$ cat src/rtl/mips_multicycle_controller_if.sv
// Control/status bundle between the multi-cycle MIPS controller and its datapath.
// The master side is the controller: it reads the decoded instruction fields and
// datapath flags, and drives every datapath control strobe.
interface mips_multicycle_controller_if;
   logic [5:0] opcode;
   logic [5:0] funct;
   logic       Zero_flag;
   logic       mem_ready;
   logic       mem_req;
   logic       IorD;
   logic       MemWrite;
   logic       IRWrite;
   logic       PCEn;
   logic [1:0] PCSrc;
   logic       RegDst;
   logic       MemToReg;
   logic       RegWrite;
   logic       ALUSrcA;
   logic [1:0] ALUSrcB;
   logic [2:0] ALUControl;
   logic       illegal_op;
   logic       mem_timeout;
   logic [3:0] state;

   modport master (
      input  opcode, funct, Zero_flag, mem_ready,
      output mem_req, IorD, MemWrite, IRWrite, PCEn, PCSrc, RegDst, MemToReg,
             RegWrite, ALUSrcA, ALUSrcB, ALUControl, illegal_op, mem_timeout, state
   );

   modport slave (
      output opcode, funct, Zero_flag, mem_ready,
      input  mem_req, IorD, MemWrite, IRWrite, PCEn, PCSrc, RegDst, MemToReg,
             RegWrite, ALUSrcA, ALUSrcB, ALUControl, illegal_op, mem_timeout, state
   );
endinterface

$ cat src/rtl/mips_multicycle_controller.sv
// Moore controller for a multi-cycle MIPS datapath (shared memory, IR, A/B/ALUOut).
// Outputs are decoded from the current state, qualified by mem_ready / Zero_flag
// where a strobe must only fire on a completed access or a taken branch.
// Memory-facing states carry a bounded wait counter; on expiry the access is
// abandoned with a mem_timeout pulse and the FSM restarts at FETCH.
module mips_multicycle_controller #(
   parameter int MEM_WAIT_MAX = 16
) (
   input logic                          clk,
   input logic                          rst_n,
   mips_multicycle_controller_if.master bus
);

   localparam logic [3:0] S_IDLE   = 4'd0;
   localparam logic [3:0] S_FETCH  = 4'd1;
   localparam logic [3:0] S_DECODE = 4'd2;
   localparam logic [3:0] S_MEMADR = 4'd3;
   localparam logic [3:0] S_MEMRD  = 4'd4;
   localparam logic [3:0] S_MEMWB  = 4'd5;
   localparam logic [3:0] S_MEMWR  = 4'd6;
   localparam logic [3:0] S_EXEC   = 4'd7;
   localparam logic [3:0] S_ALUWB  = 4'd8;
   localparam logic [3:0] S_BRANCH = 4'd9;
   localparam logic [3:0] S_ADDIEX = 4'd10;
   localparam logic [3:0] S_ADDIWB = 4'd11;
   localparam logic [3:0] S_JUMP   = 4'd12;

   localparam logic [5:0] OP_RTYPE = 6'b000000;
   localparam logic [5:0] OP_LW    = 6'b100011;
   localparam logic [5:0] OP_SW    = 6'b101011;
   localparam logic [5:0] OP_BEQ   = 6'b000100;
   localparam logic [5:0] OP_ADDI  = 6'b001000;
   localparam logic [5:0] OP_J     = 6'b000010;

   // Counter wide enough to hold MEM_WAIT_MAX-1 for any legal parameter value.
   localparam int          CW       = $clog2(MEM_WAIT_MAX + 1);
   localparam logic [CW-1:0] WAIT_LIM = CW'(MEM_WAIT_MAX - 1);

   logic [3:0]    r_state;
   logic [CW-1:0] r_wait_cnt;
   logic [3:0]    w_next_state;
   logic [CW-1:0] w_cnt_next;
   logic          w_waiting;
   logic          w_timeout;

   // R-type funct to ALU operation; unsupported functs fall back to add.
   function automatic logic [2:0] alu_from_funct(input logic [5:0] f);
      case (f)
         6'b100000: alu_from_funct = 3'b010;
         6'b100010: alu_from_funct = 3'b110;
         6'b100100: alu_from_funct = 3'b000;
         6'b100101: alu_from_funct = 3'b001;
         6'b101010: alu_from_funct = 3'b111;
         default:   alu_from_funct = 3'b010;
      endcase
   endfunction

   function automatic logic funct_legal(input logic [5:0] f);
      case (f)
         6'b100000, 6'b100010, 6'b100100, 6'b100101, 6'b101010: funct_legal = 1'b1;
         default: funct_legal = 1'b0;
      endcase
   endfunction

   // Only the memory-access states may stall; the timeout fires on the last allowed idle cycle.
   assign w_waiting = (r_state == S_FETCH) || (r_state == S_MEMRD) || (r_state == S_MEMWR);
   assign w_timeout = w_waiting && !bus.mem_ready && (r_wait_cnt == WAIT_LIM);

   // State and wait-counter register with synchronous active-low reset.
   always_ff @(posedge clk) begin
      if (!rst_n) begin
         r_state    <= S_IDLE;
         r_wait_cnt <= {CW{1'b0}};
      end else begin
         r_state    <= w_next_state;
         r_wait_cnt <= w_cnt_next;
      end
   end

   // Next-state selection and wait-counter update.
   always_comb begin
      w_next_state = S_FETCH;
      w_cnt_next   = {CW{1'b0}};
      if (w_waiting && !bus.mem_ready && !w_timeout) begin
         w_cnt_next = r_wait_cnt + {{(CW-1){1'b0}}, 1'b1};
      end else begin
         w_cnt_next = {CW{1'b0}};
      end
      case (r_state)
         S_IDLE:   w_next_state = S_FETCH;
         S_FETCH:  w_next_state = bus.mem_ready ? S_DECODE : S_FETCH;
         S_DECODE: begin
            case (bus.opcode)
               OP_LW, OP_SW: w_next_state = S_MEMADR;
               OP_RTYPE:     w_next_state = S_EXEC;
               OP_BEQ:       w_next_state = S_BRANCH;
               OP_ADDI:      w_next_state = S_ADDIEX;
               OP_J:         w_next_state = S_JUMP;
               default:      w_next_state = S_FETCH;
            endcase
         end
         S_MEMADR: w_next_state = (bus.opcode == OP_SW) ? S_MEMWR : S_MEMRD;
         S_MEMRD: begin
            if (bus.mem_ready)   w_next_state = S_MEMWB;
            else if (w_timeout)  w_next_state = S_FETCH;
            else                 w_next_state = S_MEMRD;
         end
         S_MEMWB:  w_next_state = S_FETCH;
         S_MEMWR: begin
            if (bus.mem_ready)   w_next_state = S_FETCH;
            else if (w_timeout)  w_next_state = S_FETCH;
            else                 w_next_state = S_MEMWR;
         end
         S_EXEC:   w_next_state = funct_legal(bus.funct) ? S_ALUWB : S_FETCH;
         S_ALUWB:  w_next_state = S_FETCH;
         S_BRANCH: w_next_state = S_FETCH;
         S_ADDIEX: w_next_state = S_ADDIWB;
         S_ADDIWB: w_next_state = S_FETCH;
         S_JUMP:   w_next_state = S_FETCH;
         default:  w_next_state = S_FETCH;
      endcase
   end

   // Datapath control decode from the current state.
   always_comb begin
      bus.mem_req     = 1'b0;
      bus.IorD        = 1'b0;
      bus.MemWrite    = 1'b0;
      bus.IRWrite     = 1'b0;
      bus.PCEn        = 1'b0;
      bus.PCSrc       = 2'b00;
      bus.RegDst      = 1'b0;
      bus.MemToReg    = 1'b0;
      bus.RegWrite    = 1'b0;
      bus.ALUSrcA     = 1'b0;
      bus.ALUSrcB     = 2'b00;
      bus.ALUControl  = 3'b000;
      bus.illegal_op  = 1'b0;
      bus.mem_timeout = w_timeout;
      bus.state       = r_state;
      case (r_state)
         S_IDLE: begin
            bus.mem_timeout = 1'b0;
         end
         S_FETCH: begin
            bus.mem_req    = 1'b1;
            bus.ALUSrcB    = 2'b01;
            bus.ALUControl = 3'b010;
            bus.IRWrite    = bus.mem_ready;
            bus.PCEn       = bus.mem_ready;
         end
         S_DECODE: begin
            bus.ALUSrcB    = 2'b11;
            bus.ALUControl = 3'b010;
            case (bus.opcode)
               OP_LW, OP_SW, OP_RTYPE, OP_BEQ, OP_ADDI, OP_J: bus.illegal_op = 1'b0;
               default:                                       bus.illegal_op = 1'b1;
            endcase
         end
         S_MEMADR, S_ADDIEX: begin
            bus.ALUSrcA    = 1'b1;
            bus.ALUSrcB    = 2'b10;
            bus.ALUControl = 3'b010;
         end
         S_MEMRD: begin
            bus.mem_req = 1'b1;
            bus.IorD    = 1'b1;
         end
         S_MEMWB: begin
            bus.RegWrite = 1'b1;
            bus.MemToReg = 1'b1;
         end
         S_MEMWR: begin
            bus.mem_req  = 1'b1;
            bus.IorD     = 1'b1;
            bus.MemWrite = bus.mem_ready;
         end
         S_EXEC: begin
            bus.ALUSrcA    = 1'b1;
            bus.ALUControl = alu_from_funct(bus.funct);
            bus.illegal_op = !funct_legal(bus.funct);
         end
         S_ALUWB: begin
            bus.RegWrite = 1'b1;
            bus.RegDst   = 1'b1;
         end
         S_BRANCH: begin
            bus.ALUSrcA    = 1'b1;
            bus.ALUControl = 3'b110;
            bus.PCSrc      = 2'b01;
            bus.PCEn       = bus.Zero_flag;
         end
         S_ADDIWB: begin
            bus.RegWrite = 1'b1;
         end
         S_JUMP: begin
            bus.PCSrc = 2'b10;
            bus.PCEn  = 1'b1;
         end
         default: begin
            bus.illegal_op = 1'b1;
         end
      endcase
   end

endmodule

$ cat src/flat_wrapper.sv
// flat-port wrapper written by rule: the top's interface ports become plain ports
module mips_multicycle_controller_flat 
#(
   parameter int MEM_WAIT_MAX = 16
)
  (clk, rst_n, bus_opcode, bus_funct, bus_Zero_flag, bus_mem_ready, bus_mem_req, bus_IorD, bus_MemWrite, bus_IRWrite, bus_PCEn, bus_PCSrc, bus_RegDst, bus_MemToReg, bus_RegWrite, bus_ALUSrcA, bus_ALUSrcB, bus_ALUControl, bus_illegal_op, bus_mem_timeout, bus_state);
  mips_multicycle_controller_if bus_i ();
  input logic clk;
  input logic rst_n;
  input wire logic [$bits(bus_i.opcode)-1:0] bus_opcode;
  input wire logic [$bits(bus_i.funct)-1:0] bus_funct;
  input wire logic [$bits(bus_i.Zero_flag)-1:0] bus_Zero_flag;
  input wire logic [$bits(bus_i.mem_ready)-1:0] bus_mem_ready;
  output wire logic [$bits(bus_i.mem_req)-1:0] bus_mem_req;
  output wire logic [$bits(bus_i.IorD)-1:0] bus_IorD;
  output wire logic [$bits(bus_i.MemWrite)-1:0] bus_MemWrite;
  output wire logic [$bits(bus_i.IRWrite)-1:0] bus_IRWrite;
  output wire logic [$bits(bus_i.PCEn)-1:0] bus_PCEn;
  output wire logic [$bits(bus_i.PCSrc)-1:0] bus_PCSrc;
  output wire logic [$bits(bus_i.RegDst)-1:0] bus_RegDst;
  output wire logic [$bits(bus_i.MemToReg)-1:0] bus_MemToReg;
  output wire logic [$bits(bus_i.RegWrite)-1:0] bus_RegWrite;
  output wire logic [$bits(bus_i.ALUSrcA)-1:0] bus_ALUSrcA;
  output wire logic [$bits(bus_i.ALUSrcB)-1:0] bus_ALUSrcB;
  output wire logic [$bits(bus_i.ALUControl)-1:0] bus_ALUControl;
  output wire logic [$bits(bus_i.illegal_op)-1:0] bus_illegal_op;
  output wire logic [$bits(bus_i.mem_timeout)-1:0] bus_mem_timeout;
  output wire logic [$bits(bus_i.state)-1:0] bus_state;
  assign bus_i.opcode = bus_opcode;
  assign bus_i.funct = bus_funct;
  assign bus_i.Zero_flag = bus_Zero_flag;
  assign bus_i.mem_ready = bus_mem_ready;
  assign bus_mem_req = bus_i.mem_req;
  assign bus_IorD = bus_i.IorD;
  assign bus_MemWrite = bus_i.MemWrite;
  assign bus_IRWrite = bus_i.IRWrite;
  assign bus_PCEn = bus_i.PCEn;
  assign bus_PCSrc = bus_i.PCSrc;
  assign bus_RegDst = bus_i.RegDst;
  assign bus_MemToReg = bus_i.MemToReg;
  assign bus_RegWrite = bus_i.RegWrite;
  assign bus_ALUSrcA = bus_i.ALUSrcA;
  assign bus_ALUSrcB = bus_i.ALUSrcB;
  assign bus_ALUControl = bus_i.ALUControl;
  assign bus_illegal_op = bus_i.illegal_op;
  assign bus_mem_timeout = bus_i.mem_timeout;
  assign bus_state = bus_i.state;
  mips_multicycle_controller #(.MEM_WAIT_MAX(MEM_WAIT_MAX)) u_core (.clk(clk), .rst_n(rst_n), .bus(bus_i));
endmodule
$ cat config.mk
export PLATFORM = sky130hd
export DESIGN_NAME = mips_multicycle_controller_flat
export DESIGN_NICKNAME = d
export VERILOG_FILES = /design/src/rtl/mips_multicycle_controller_if.sv /design/src/rtl/mips_multicycle_controller.sv /design/src/flat_wrapper.sv
export SDC_FILE = /design/constraint.sdc
export NUM_CORES = 1
export LEC_CHECK = 0
export ABC_AREA = 1
export ABC_CLOCK_PERIOD_IN_PS = 2650
export BUFFER_PORTS_ARGS = -buffer_cell sky130_fd_sc_hd__buf_2
export CORE_MARGIN = 1.5
export CORE_UTILIZATION = 51
export CTS_BUF_LIST = sky130_fd_sc_hd__clkbuf_8
export DETAILED_ROUTE_END_ITERATION = 8
export GPL_ROUTABILITY_DRIVEN = 0
export PLACE_DENSITY_LB_ADDON = 0.2
export SETUP_SLACK_MARGIN = 0.2
export SYNTH_ARGS = -nofsm -noshare
export SYNTH_HDL_FRONTEND = slang
export SYNTH_SLANG_ARGS = --single-unit
$ cat constraint.sdc
create_clock -name clk -period 2.65 [get_ports clk]
set_input_delay 0.53 -clock clk [delete_from_list [all_inputs] [get_ports clk]]
set_output_delay 0.53 -clock clk [all_outputs]
set_load 0.02 [all_outputs]
# Yosys cells after proc, flatten, opt, wreduce, memory -nomap -nowiden
# Cells that the tools add are included.
word_totals:
  regBits: 9
  in_bits: 16
  output_inout_bits: 22
  wordCells: 74
op_classes:
  n_addsub: 1
  eq_ne: 23
  n_mux: 27
  n_reduce_logical: 21
op_table:
  columns: ["operator", "n"]
  rows:
  - ["equality test 6 bit, second input constant", 7]
  - ["case mux 4 bit (7 select lines)", 1]
  - ["equality test 4 bit, second input constant", 5]
  - ["case mux 4 bit (5 select lines)", 1]
  - ["equality test 4 x 3 -> 1 bit, second input constant", 4]
  - ["two-way mux 1 bit", 12]
  - ["two-way mux 4 bit", 3]
  - ["case mux 3 bit (4 select lines)", 1]
  - ["OR reduction 11 bit", 1]
  - ["case mux 3 bit (3 select lines)", 1]
  - ["equality test 4 x 2 -> 1 bit, second input constant", 2]
  - ["OR reduction 4 bit", 2]
  - ["equality test 6 x 2 -> 1 bit, second input constant", 1]
  - ["equality test 6 x 3 -> 1 bit, second input constant", 1]
  - ["equality test 6 x 4 -> 1 bit, second input constant", 1]
  - ["zero test 6 bit", 1]
  - ["two-way mux 3 bit", 2]
  - ["case mux 1 bit (3 select lines)", 2]
  - ["case mux 2 bit (3 select lines)", 1]
  - ["OR reduction 2 bit", 3]
  - ["OR reduction 3 bit", 2]
  - ["OR reduction 6 bit", 1]
  - ["adder 5 x 1 -> 5 bit, second input constant", 1]
  - ["equality test 5 x 4 -> 1 bit, second input constant", 1]
  - ["9 further kinds", 15]

# Longest topological paths before layout
# Gate-level depths: netlist (run 1).
logic_depth:
  depth_word: 8
  depth_mapped: 9
  ltp_nobuf: 9

# Worst setup path before layout (run 1)
# Ideal clock, no wire load.
synth_timing:
  path_type: "reg-to-output"
  start: "reg u_core.r_state[3], in the netlist u_core.bus.state[3]"
  end: "out bus_PCEn"
  arrival_time_ps: 1432
  required_time_ps: 2120
  path_slack_ps: 688
  path_stages_with_launch: 4
  n_path_buf: 0
  cell_sequence: "dfxtp_1 inv_2 nor3_1 a211o_1"
synth_via:
  elab_chain_cells: 2
  elab_cells_between_ends: 4
  classes_between: "3 x eq/ne; 1 x mux"
synth_lines:
  columns: ["item", "line_no", "source"]
  rows:
  - ["from (decl)", "mips_multicycle_controller.sv:39", "logic [3:0] r_state;"]
  - ["from (signal assigned)", "mips_multicycle_controller.sv:75", "r_state <= w_next_state;"]
  - ["equality test 4 bit or equality test 4 x 1 -> 1 bit (tied branches)", "mips_multicycle_controller.sv:141", "case (r_state)"]
  - ["case mux 1 bit (3 select lines) (*)", "mips_multicycle_controller.sv:141", null]
  - ["to (decl)", "flat_wrapper.sv:18", "output wire logic [$bits(bus_i.PCEn)-1:0] bus_PCEn;"]
# Mark *: on every way between the ends. The rest lies on a longest branch, timed or not.

# Worst setup path after layout (run 1)
layout_timing:
  start: "reg u_core.r_state[2], in the netlist u_core.bus.state[2]"
  end: "out bus_illegal_op"
layout_via:
  elab_chain_cells: 3
  elab_cells_between_ends: 15
  classes_between: "12 x eq/ne; 1 x mux; 2 x reduce/logical"
layout_lines:
  columns: ["item", "line_no", "source"]
  rows:
  - ["equality test 4 x 2 -> 1 bit (tied with other cells)", "mips_multicycle_controller.sv:141", null]
  - ["OR reduction 11 bit (no line)", null, null]
  - ["case mux 1 bit (3 select lines) (*)", "mips_multicycle_controller.sv:141", null]
  - ["to (decl)", "flat_wrapper.sv:26", "output wire logic [$bits(bus_i.illegal_op)-1:0] bus_illegal_op;"]
# Marks and branches as above.

==> impl_metrics.ini, run 1 <==
[yosys]
synth_fp_nets = 173
ys_seq_area_share_pct = 21.5
syn_inst = 155
syn_area_per_cell_um2 = 5.40
yosys-top-cells-area = dfxtp_1, nor2_1, nand2_1
synth_flop_cell = dfxtp_1
synth_top_cell_by_area = dfxtp_1
yosysWarnings = 0
synth-seq-cells = 9
yosysTopAreaCellShare_pct = 21.5
synth_edf_count = 0
synth_area_um2 = 837
postSynth.asyncResetShare_pct = 0
synth.distinct_cells = 21

[timing]
report.final.slew_viol_count = 0
slew_headroom_pct = 82.2
skew_ns = 0.00111
postLayoutSetupSlackWorst_ns = 0.632
finalSetupViolations = 0
rsz0062_at_grt = false
fin_crit_sh_pct = 76.1
tns_ns = 0
hold_violations = 0
worstMarginPinSlew_ns = 0.266
max_freq_ghz = 0.496
min_period_ns = 2.02

[detailed_routing]
vias = 1054
drt_iter0_drc = 25
detail_route.first_pass.iterations = 4
totalWireLength_um = 2030
drc = 0
wl_per_cell_um = 9.58
via_per_inst = 4.97
ant_nets = 0

[min_path]
worstHoldStart = u_core.r_wait_cnt[0]$_SDFF_PN0_
hp-class = register to register
whs_endpoint = u_core.r_wait_cnt[0]$_SDFF_PN0_
min_path_cells = 1

[worst_setup_path]
cpMaxStageDelayCell = dfxtp_1
path_max_fanout = 6
cp.arrival_ns = 1.49
r2r-start = u_core.r_wait_cnt[0]$_SDFF_PN0_
cp.required_ns = 2.12
start_kind = register
cpPeakStageDelay_ns = 0.41
reg2reg_to = u_core.bus.state[1]$_SDFF_PN0_
r2r_slack_ns = 1.25
r2r_cells = 9
worstSetupPathType = register to output pin
worstPathCellList = nand2_1, nor2_2, inv_2, nor2_1, nand3b_1, buf_2
path_buf_inv = 2
critPathCaptureType = output pin
path_delay_family = simple AND/OR/NAND/NOR gates

[floorplanning]
ios = 38
dieArea_um2 = 1890
rows = 14
die_h_um = 43.5
core_area_um2 = 1520
start_util_pct = 54.9
die_w_um = 43.5

[power]
p_seq_share_pct = 34.6
p_int_uw = 282
power.density_nw_per_um2 = 388
worst_ir_drop_vdd_mv = 0.520
static-leakage-power_uw = 0.000650
swShare_pct = 33.1
clkPwrFrac_pct = 36.4
combPwrFrac_pct = 28.9
p_switching_uw = 139

[clocking]
cts-root-buf = clkbuf_8
clkLatencyLatePin_ns = 0.23
clockBufferDepth = 2
cts-resized-gates = 0
clock-sinks = 9
htreeDepth = 1
cts_hold_buf = 0
cts_buffers = 3
clkTransAtPathRegs_ns = 0.04
cts_setup_buffers = 0
cts_tree = yes

[grt]
grt_pass1_wl_um = 3540
grt_max_degree = 7
globalRouteOverflowTotal = 0
grt_pass1_vias = 931
grtUsageTotal_pct = 24.3
antenna_found_initial = 0

[cells_and_area]
n_antenna_cell = 0
drive_gt1_share_pct = 26.0
area_growth_syn_to_layout_pct = 29.9
fin_nets = 215

[place]
dpl.hpwl_um = 1710
preCtsSetupSlack_ns = 0.657
port_buffers = 37

[status]
outcome = finished clean

[flow_run]
maxCapViolations = 0
power groups by stage:
stage	clock network, µW	logic, µW	registers [µW]
CTS	155	122	146
detailed placement	0	121	148
finish	154	122	146
global placement	0	119	148
floorplan	0	75.3	151
global route	160	137	147
layout by cell type (no fill, tap or decap):
master / netlist / routed
nand3_2: 1 / 1
a21oi_2: 1 / 1
xor2_1: 1 / 1
dfxtp_1: 9 / 9
nor2_1: 39 / 39
nor2_2: 3 / 3
nand3b_1: 2 / 2
nor3_1: 2 / 2
nand2_2: 1 / 1
clkbuf_8: 0 / 3
a31oi_1: 1 / 1
nand3_1: 19 / 19
buf_2: 0 / 37
inv_1: 28 / 29
o21ai_0: 5 / 5
nand2_1: 29 / 29
a21oi_1: 3 / 3
nor3_2: 1 / 1
a211o_1: 1 / 1
and2_1: 1 / 1
nand4_1: 2 / 2
ha_1: 2 / 2
inv_2: 4 / 4
flip-flops by register name (all words and copies together), names as in the netlist:
register           count
u_core.bus.state       4
u_core.r_wait_cnt      5
worst register-to-register path, stage by stage (launching register included):
cell and delay, ns:
dfxtp_1 0.36, ha_1 0.19, nand2_1 0.07, nor2_1 0.10
ha_1 0.17, inv_1 0.08, nand3_1 0.11, nand3_1 0.08
nor2_1 0.09, nor2_1 0.05
kinds of logic (layout without fill, tap and decap cells):
kind of cell / Yosys count / count (layout) / synth area share [%]
buf+inv: 32 / 73 / 14.3
flops: 9 / 9 / 21.5
compound gates: 11 / 11 / 7.62
fa+ha+maj: 2 / 2 / 2.99
simple gates: 100 / 100 / 52.5
xor+xnor: 1 / 1 / 1.05
metal layers:
layer,wire length [µm],vias to the layer above,global-route usage [%]
met1,842,448,27.6
met4,36,0,10.9
met2,1030,39,44.8
li1,-,561,-
met3,120,6,2.92
met5,0,-,0
cells in the mapped netlist, drive strengths merged, types with 2 or more instances:
cell type	count
nor2	42
a21oi	4
o21ai	5
dfxtp	9
nor3	3
nand3	20
nand2	30
ha	2
nand4	2
nand3b	2
inv	32
layout make-up:
| cell class | instances | area, µm² |
|---|---|---|
| clock buffer | 3 | 41.3 |
| clock inverter | 1 | 3.75 |
| fill | 133 | 437 |
| inverter | 32 | 120 |
| multi-input combinational | 114 | 537 |
| sequential | 9 | 180 |
| tap | 16 | 20.0 |
| timing repair buffer | 37 | 185 |
through the flow:
step | hold WS, ns | power (µW) | instances | utilization (%) | cell area, µm²
2_1_floorplan | 0.418 | 227 | 155 | - | 837
3_3_place_gp | 0.437 | 267 | 208 | 68.4 | 1040
3_5_place_dp | 0.484 | 270 | 208 | 68.4 | 1040
4_1_cts | 0.490 | 423 | 212 | 71.3 | 1090
5_1_grt | 0.504 | 444 | 212 | 71.3 | 1090
6_report | 0.480 | 422 | 212 | 71.3 | 1090
worst max-delay path by stage:
stage | start | endpoint | cells after the start
2_1_floorplan | u_core.bus.state[3]$_SDFF_PN0_ | bus_PCEn | 3
3_3_place_gp | bus_opcode[5] | bus_illegal_op | 8
4_1_cts | u_core.bus.state[2]$_SDFF_PN0_ | bus_illegal_op | 6
6_report | u_core.bus.state[2]$_SDFF_PN0_ | bus_illegal_op | 6
5_1_grt | bus_opcode[5] | bus_illegal_op | 8
3_5_place_dp | bus_opcode[5] | bus_illegal_op | 8
(Power assumes the default switching activity.)
==> run 2, diff against run 1 <==
- ABC_CLOCK_PERIOD_IN_PS: 2650 -> 1700
- CORE_UTILIZATION: 51 -> 43
- clock period: 2.65 -> 1.7 ns (I/O delays scaled with it)
==> run 2 against run 1 <==
Clock power up 62%; worst hold slack worse by 0.14 ns; wire length up 64%; largest power group is now combinational logic; critical path type unchanged; non-clock buffer count up 12; the flow now finishes with violations (negative setup slack); via count up 20%; first-iteration DRC count up 96%; combinational power up 130%; design area up 36%; clock-buffer cell count unchanged.
==> impl_metrics.ini, run 2 (synthesis gave the netlist of run 1 again) <==
[status]
outcome = complete, but fails checks
violations = negative setup slack

[power]
worst_ir_drop_vdd_mv = 0.700
static-leakage-power_uw = 0.000770
power.density_nw_per_um2 = 519

[clocking]
htreeDepth = 1
clkLatencyLatePin_ns = 0.24
clock-sinks = 9
clockBufferDepth = 2
cts_buffers = 3
cts-root-buf = clkbuf_8
clkTransAtPathRegs_ns = 0.05
cts_tree = yes

[cells_and_area]
final_common_cell = nor2_1
area_growth_syn_to_layout_pct = 77.3
drive_gt1_share_pct = 50.5
fillCellCount = 101
mostFrequentLayoutCells = nor2_1, inv_1, buf_2
fin_nets = 227
largest_reg_flops = 5
n_antenna_cell = 0
stdcell_area_um2 = 1480
top_register = u_core.r_wait_cnt

[grt]
grt_pass1_vias = 1066
met3_usage_pct = 6.15
antenna_found_initial = 0
globalRouteOverflowTotal = 0
met2_usage_pct = 51.5
top_usage_layer = met2
grt_pass1_wl_um = 4240
grt_max_degree = 7
grtUsageTotal_pct = 27.6
gr-usage-met1_pct = 27.8

[floorplanning]
rows = 15
die_h_um = 47.1
dieArea_um2 = 2220
die_w_um = 47.1
core_area_um2 = 1780
start_util_pct = 46.9
ios = 38

[timing]
rsz0062_at_grt = true
fin_crit_sh_pct = 104
hold_violations = 0
max_freq_ghz = 0.565
worstMarginPinSlew_ns = 0.205
postLayoutSetupSlackWorst_ns = -0.0699
whs_ns = 0.339
skew_ns = 0.00222
tns_ns = -0.285
slew_headroom_pct = 86.3
min_period_ns = 1.77
finalSetupViolations = 5
report.final.slew_viol_count = 0

[detailed_routing]
detail_route.first_pass.iterations = 4
via_per_inst = 5.42
wl_per_cell_um = 14.3
totalWireLength_um = 3340
ant_nets = 0
drt_iter0_drc = 49
vias = 1263
drc = 0

[min_path]
hp-class = input pin to register

[place]
dpl_cell_area_um2 = 1080
port_buffers = 37
dpl.hpwl_um = 1820
preCtsSetupSlack_ns = 0.0880

[worst_setup_path]
critPathCaptureType = output pin
path_max_fanout = 5
worstSetupPathType = register to output pin
cp.arrival_ns = 1.43
start_kind = register
cp.required_ns = 1.36

[flow_run]
maxCapViolations = 0
==> run 2: worst paths after layout <==
kind | startpoint | to | slack (ns) | cells past startpoint
hold / removal | rst_n | u_core.bus.state[3]$_SDFF_PN0_ | 0.34 | 3
setup / recovery | u_core.bus.state[3]$_SDFF_PN0_ | bus_RegWrite | -0.07 | 7
hold reg to reg | u_core.r_wait_cnt[0]$_SDFF_PN0_ | u_core.r_wait_cnt[0]$_SDFF_PN0_ | 0.54 | 2
setup reg to reg | u_core.r_wait_cnt[0]$_SDFF_PN0_ | u_core.bus.state[0]$_SDFF_PN0_ | 0.24 | 10
==> run 2: power breakdown <==
part | switching (µW) | leakage, µW | total, µW | internal [µW]
logic | 171 | 0.000666 | 282 | 111
clock network | 91.3 | 0.0000269 | 249 | 158
registers | 21.4 | 0.0000768 | 238 | 217
total | 283 | 0.000770 | 769 | 486
==> run 2: critical path, stage by stage, from the launching register on <==
cell,delay (ns)
dfxtp_4,0.39
inv_4,0.07
nor2_2,0.17
inv_2,0.11
nor2_2,0.14
nor2_1,0.07
o21ai_0,0.07
buf_2,0.18
==> run 2: repair_timing <==
item / in CTS / in global routing
gates cloned: 0 / 0
pin swaps: 12 / 8
endpoints found under the setup margin: 15 / 21
hold buffers: 0 / 0
setup buffers: 9 / 2
resized for setup: 61 / 26
==> run 2: routing by layer <==
metal  vias to the layer above  wire (µm)  share of wire [%]
met5                         -          0                  0
met4                         0        114                3.4
met3                        17        227                6.8
met2                        74       1790                 54
met1                       580       1210                 36
li1                        592          -                  -
==> run 2: per-stage QoR <==
| step | total power [µW] | utilization, % | cells |
|---|---|---|---|
| after detailed placement | 426 | 60.5 | 218 |
| after global placement | 422 | 60.5 | 218 |
| after floorplan | 357 | - | 155 |
| after global routing | 796 | 83.2 | 233 |
| final | 769 | 83.2 | 233 |
| after CTS | 715 | 77.2 | 231 |
==> run 2: final cells by class <==
cell class	count	area [µm²]	area share (%)
clock buffers	3	41.3	2.78
clock inverters	1	3.75	0.253
inverters	32	133	8.94
multi-input cells	114	723	48.7
flip-flops and latches	9	198	13.3
well taps	25	31.3	2.11
repair buffers	49	354	23.9
==> run 3, diff against run 2 <==
- CELL_PAD_IN_SITES_DETAIL_PLACEMENT: not set -> 1
- CELL_PAD_IN_SITES_GLOBAL_PLACEMENT: not set -> 1
- CORE_UTILIZATION: 43 -> 27
- SETUP_SLACK_MARGIN: 0.2 -> 0.15
==> run 3 against run 2 <==
Wire length increased by 11%; first-iteration DRC count down 37%; critical path depth stayed put; sequential power barely moved; maximum frequency up 1.8%; clock-buffer cell count did not move; via count fell by 3.8%; die area rose by 55%; critical path type unchanged; the flow still finishes with violations (negative setup slack); sequential share of layout area is 1.3 points lower; flip-flop and latch count stayed put.
==> impl_metrics.ini, run 3 (synthesis gave the netlist of run 1 again) <==
[floorplanning]
dieArea_um2 = 3440
core_area_um2 = 3000
ios = 38
rows = 20
die_w_um = 58.7
die_h_um = 58.7
start_util_pct = 27.9

[cells_and_area]
final_common_cell = nor2_1
final_util_pct = 54.5
drive_gt1_share_pct = 54.8
fin_nets = 238
n_antenna_cell = 0
largest_reg_flops = 5
top_register = u_core.r_wait_cnt
fillCellCount = 400
mostFrequentLayoutCells = nor2_1, buf_4, buf_2
area_growth_syn_to_layout_pct = 95.7

[min_path]
worstHoldStart = rst_n
hp-class = input pin to register
whs_endpoint = u_core.bus.state[3]$_SDFF_PN0_
min_path_cells = 3

[grt]
globalRouteOverflowTotal = 0
grt_pass1_vias = 1215
grt_max_degree = 7
antenna_found_initial = 0
grtUsageTotal_pct = 19.9
grt_pass1_wl_um = 5280

[clocking]
cts_hold_buf = 0
clkTransAtPathRegs_ns = 0.05
clock-sinks = 9
cts-root-buf = clkbuf_8
htreeDepth = 1
clkLatencyLatePin_ns = 0.23
cts_buffers = 3
cts_tree = yes
clockBufferDepth = 2

[detailed_routing]
wl_per_cell_um = 14.7
vias = 1215
totalWireLength_um = 3710
drt_iter0_drc = 31
ant_nets = 0
drc = 0
via_per_inst = 4.82
detail_route.first_pass.iterations = 3

[worst_setup_path]
cp_num_cells = 7
path_delay_family = flip-flops
start_kind = register
worstPathCellList = inv_6, nand2_4, nor2_4, nand2_2, inv_2, a211o_1, buf_6
cp.arrival_ns = 1.40
r2r_cells = 14
cpMaxStageDelayCell = dfxtp_4
reg2reg_to = u_core.bus.state[1]$_SDFF_PN0_
worstSetupPathType = register to output pin
r2r-start = u_core.bus.state[2]$_SDFF_PN0_
path_buf_inv = 3
path_max_fanout = 6
r2r_slack_ns = 0.05
critPathCaptureType = output pin
cpPeakStageDelay_ns = 0.42
cp.required_ns = 1.36

[timing]
postLayoutSetupSlackWorst_ns = -0.0388
report.final.slew_viol_count = 0
hold_violations = 0
skew_ns = 0.00239
rsz0062_at_grt = true
slew_headroom_pct = 85.6
finalSetupViolations = 2
fin_crit_sh_pct = 102
max_freq_ghz = 0.575
worstMarginPinSlew_ns = 0.214
min_period_ns = 1.74

[power]
static-leakage-power_uw = 0.000853
power.density_nw_per_um2 = 490
p_total_uw = 803
worst_ir_drop_vdd_mv = 0.522

[place]
port_buffers = 37
preCtsSetupSlack_ns = 0.0492
dpl.hpwl_um = 2270

[status]
outcome = complete, but fails checks
violations = negative setup slack

[flow_run]
maxCapViolations = 0
==> run 3: cell types whose count changed in the layout (fill, tap and decap cells not counted), sizes merged <==
| cell | before | now |
|---|---|---|
| buf | 49 | 60 |
==> run 3: worst reg2reg max path, cell delays in order (launching register included) <==
cell     delay (ns)
dfxtp_4        0.39
inv_6          0.09
nand2_4        0.09
nor2_4         0.14
nand2_2        0.08
buf_6          0.12
buf_6          0.10
buf_6          0.10
buf_6          0.10
buf_6          0.11
nand2_4        0.05
inv_2          0.04
nand3_2        0.04
nor2_1         0.04
nor2_1         0.09
==> run 3: worst max-delay path by stage <==
stage	from	slack, ns	end
6_report	u_core.bus.state[2]$_SDFF_PN0_	-0.04	bus_PCEn
5_1_grt	u_core.bus.state[2]$_SDFF_PN0_	-0.08	bus_PCEn
4_1_cts	u_core.bus.state[2]$_SDFF_PN0_	-0.007	bus_PCEn
3_5_place_dp	bus_opcode[5]	0.05	bus_illegal_op
3_3_place_gp	bus_opcode[5]	0.12	bus_illegal_op
2_1_floorplan	u_core.bus.state[3]$_SDFF_PN0_	0.17	bus_RegWrite
==> run 3: through the flow <==
step                      TNS (ns)  cell area, µm²  std cells  hold slack (ns)
after CTS                 -0.00734            1430        247            0.354
final                      -0.0482            1640        252            0.366
after global routing        -0.344            1640        252            0.378
after global placement           0            1090        226            0.432
after floorplan                  0             855        155            0.418
after detailed placement         0            1090        226            0.448
==> run 3: where the power goes <==
group          switching, µW  total [µW]  internal (µW)
clock                   87.2         245            157
combinational            183         323            140
sequential              18.8         236            217
==> run 3: area by class of cell <==
type / count / area, µm² / share of cell area, %
multi-input combinational: 114 / 766 / 46.8
timing repair buffer: 60 / 448 / 27.3
sequential: 9 / 198 / 12.1
inverter: 32 / 140 / 8.56
clock buffer: 3 / 41.3 / 2.52
tap: 33 / 41.3 / 2.52
clock inverter: 1 / 3.75 / 0.229
==> run 3: repair_timing <==
item / 4_1_cts / 5_1_grt
setup endpoints to repair: 14 / 19
pin swaps: 12 / 17
buffers inserted: 17 / 5
resized for setup: 56 / 47
==> run 3: layer usage <==
metal / global-route usage [%] / vias up / routed length [µm]
met1: 20.9 / 566 / 1440
met2: 39.0 / 31 / 2080
met5: 0 / - / 0
li1: - / 612 / -
met4: 5.84 / 0 / 46
met3: 4.40 / 6 / 138
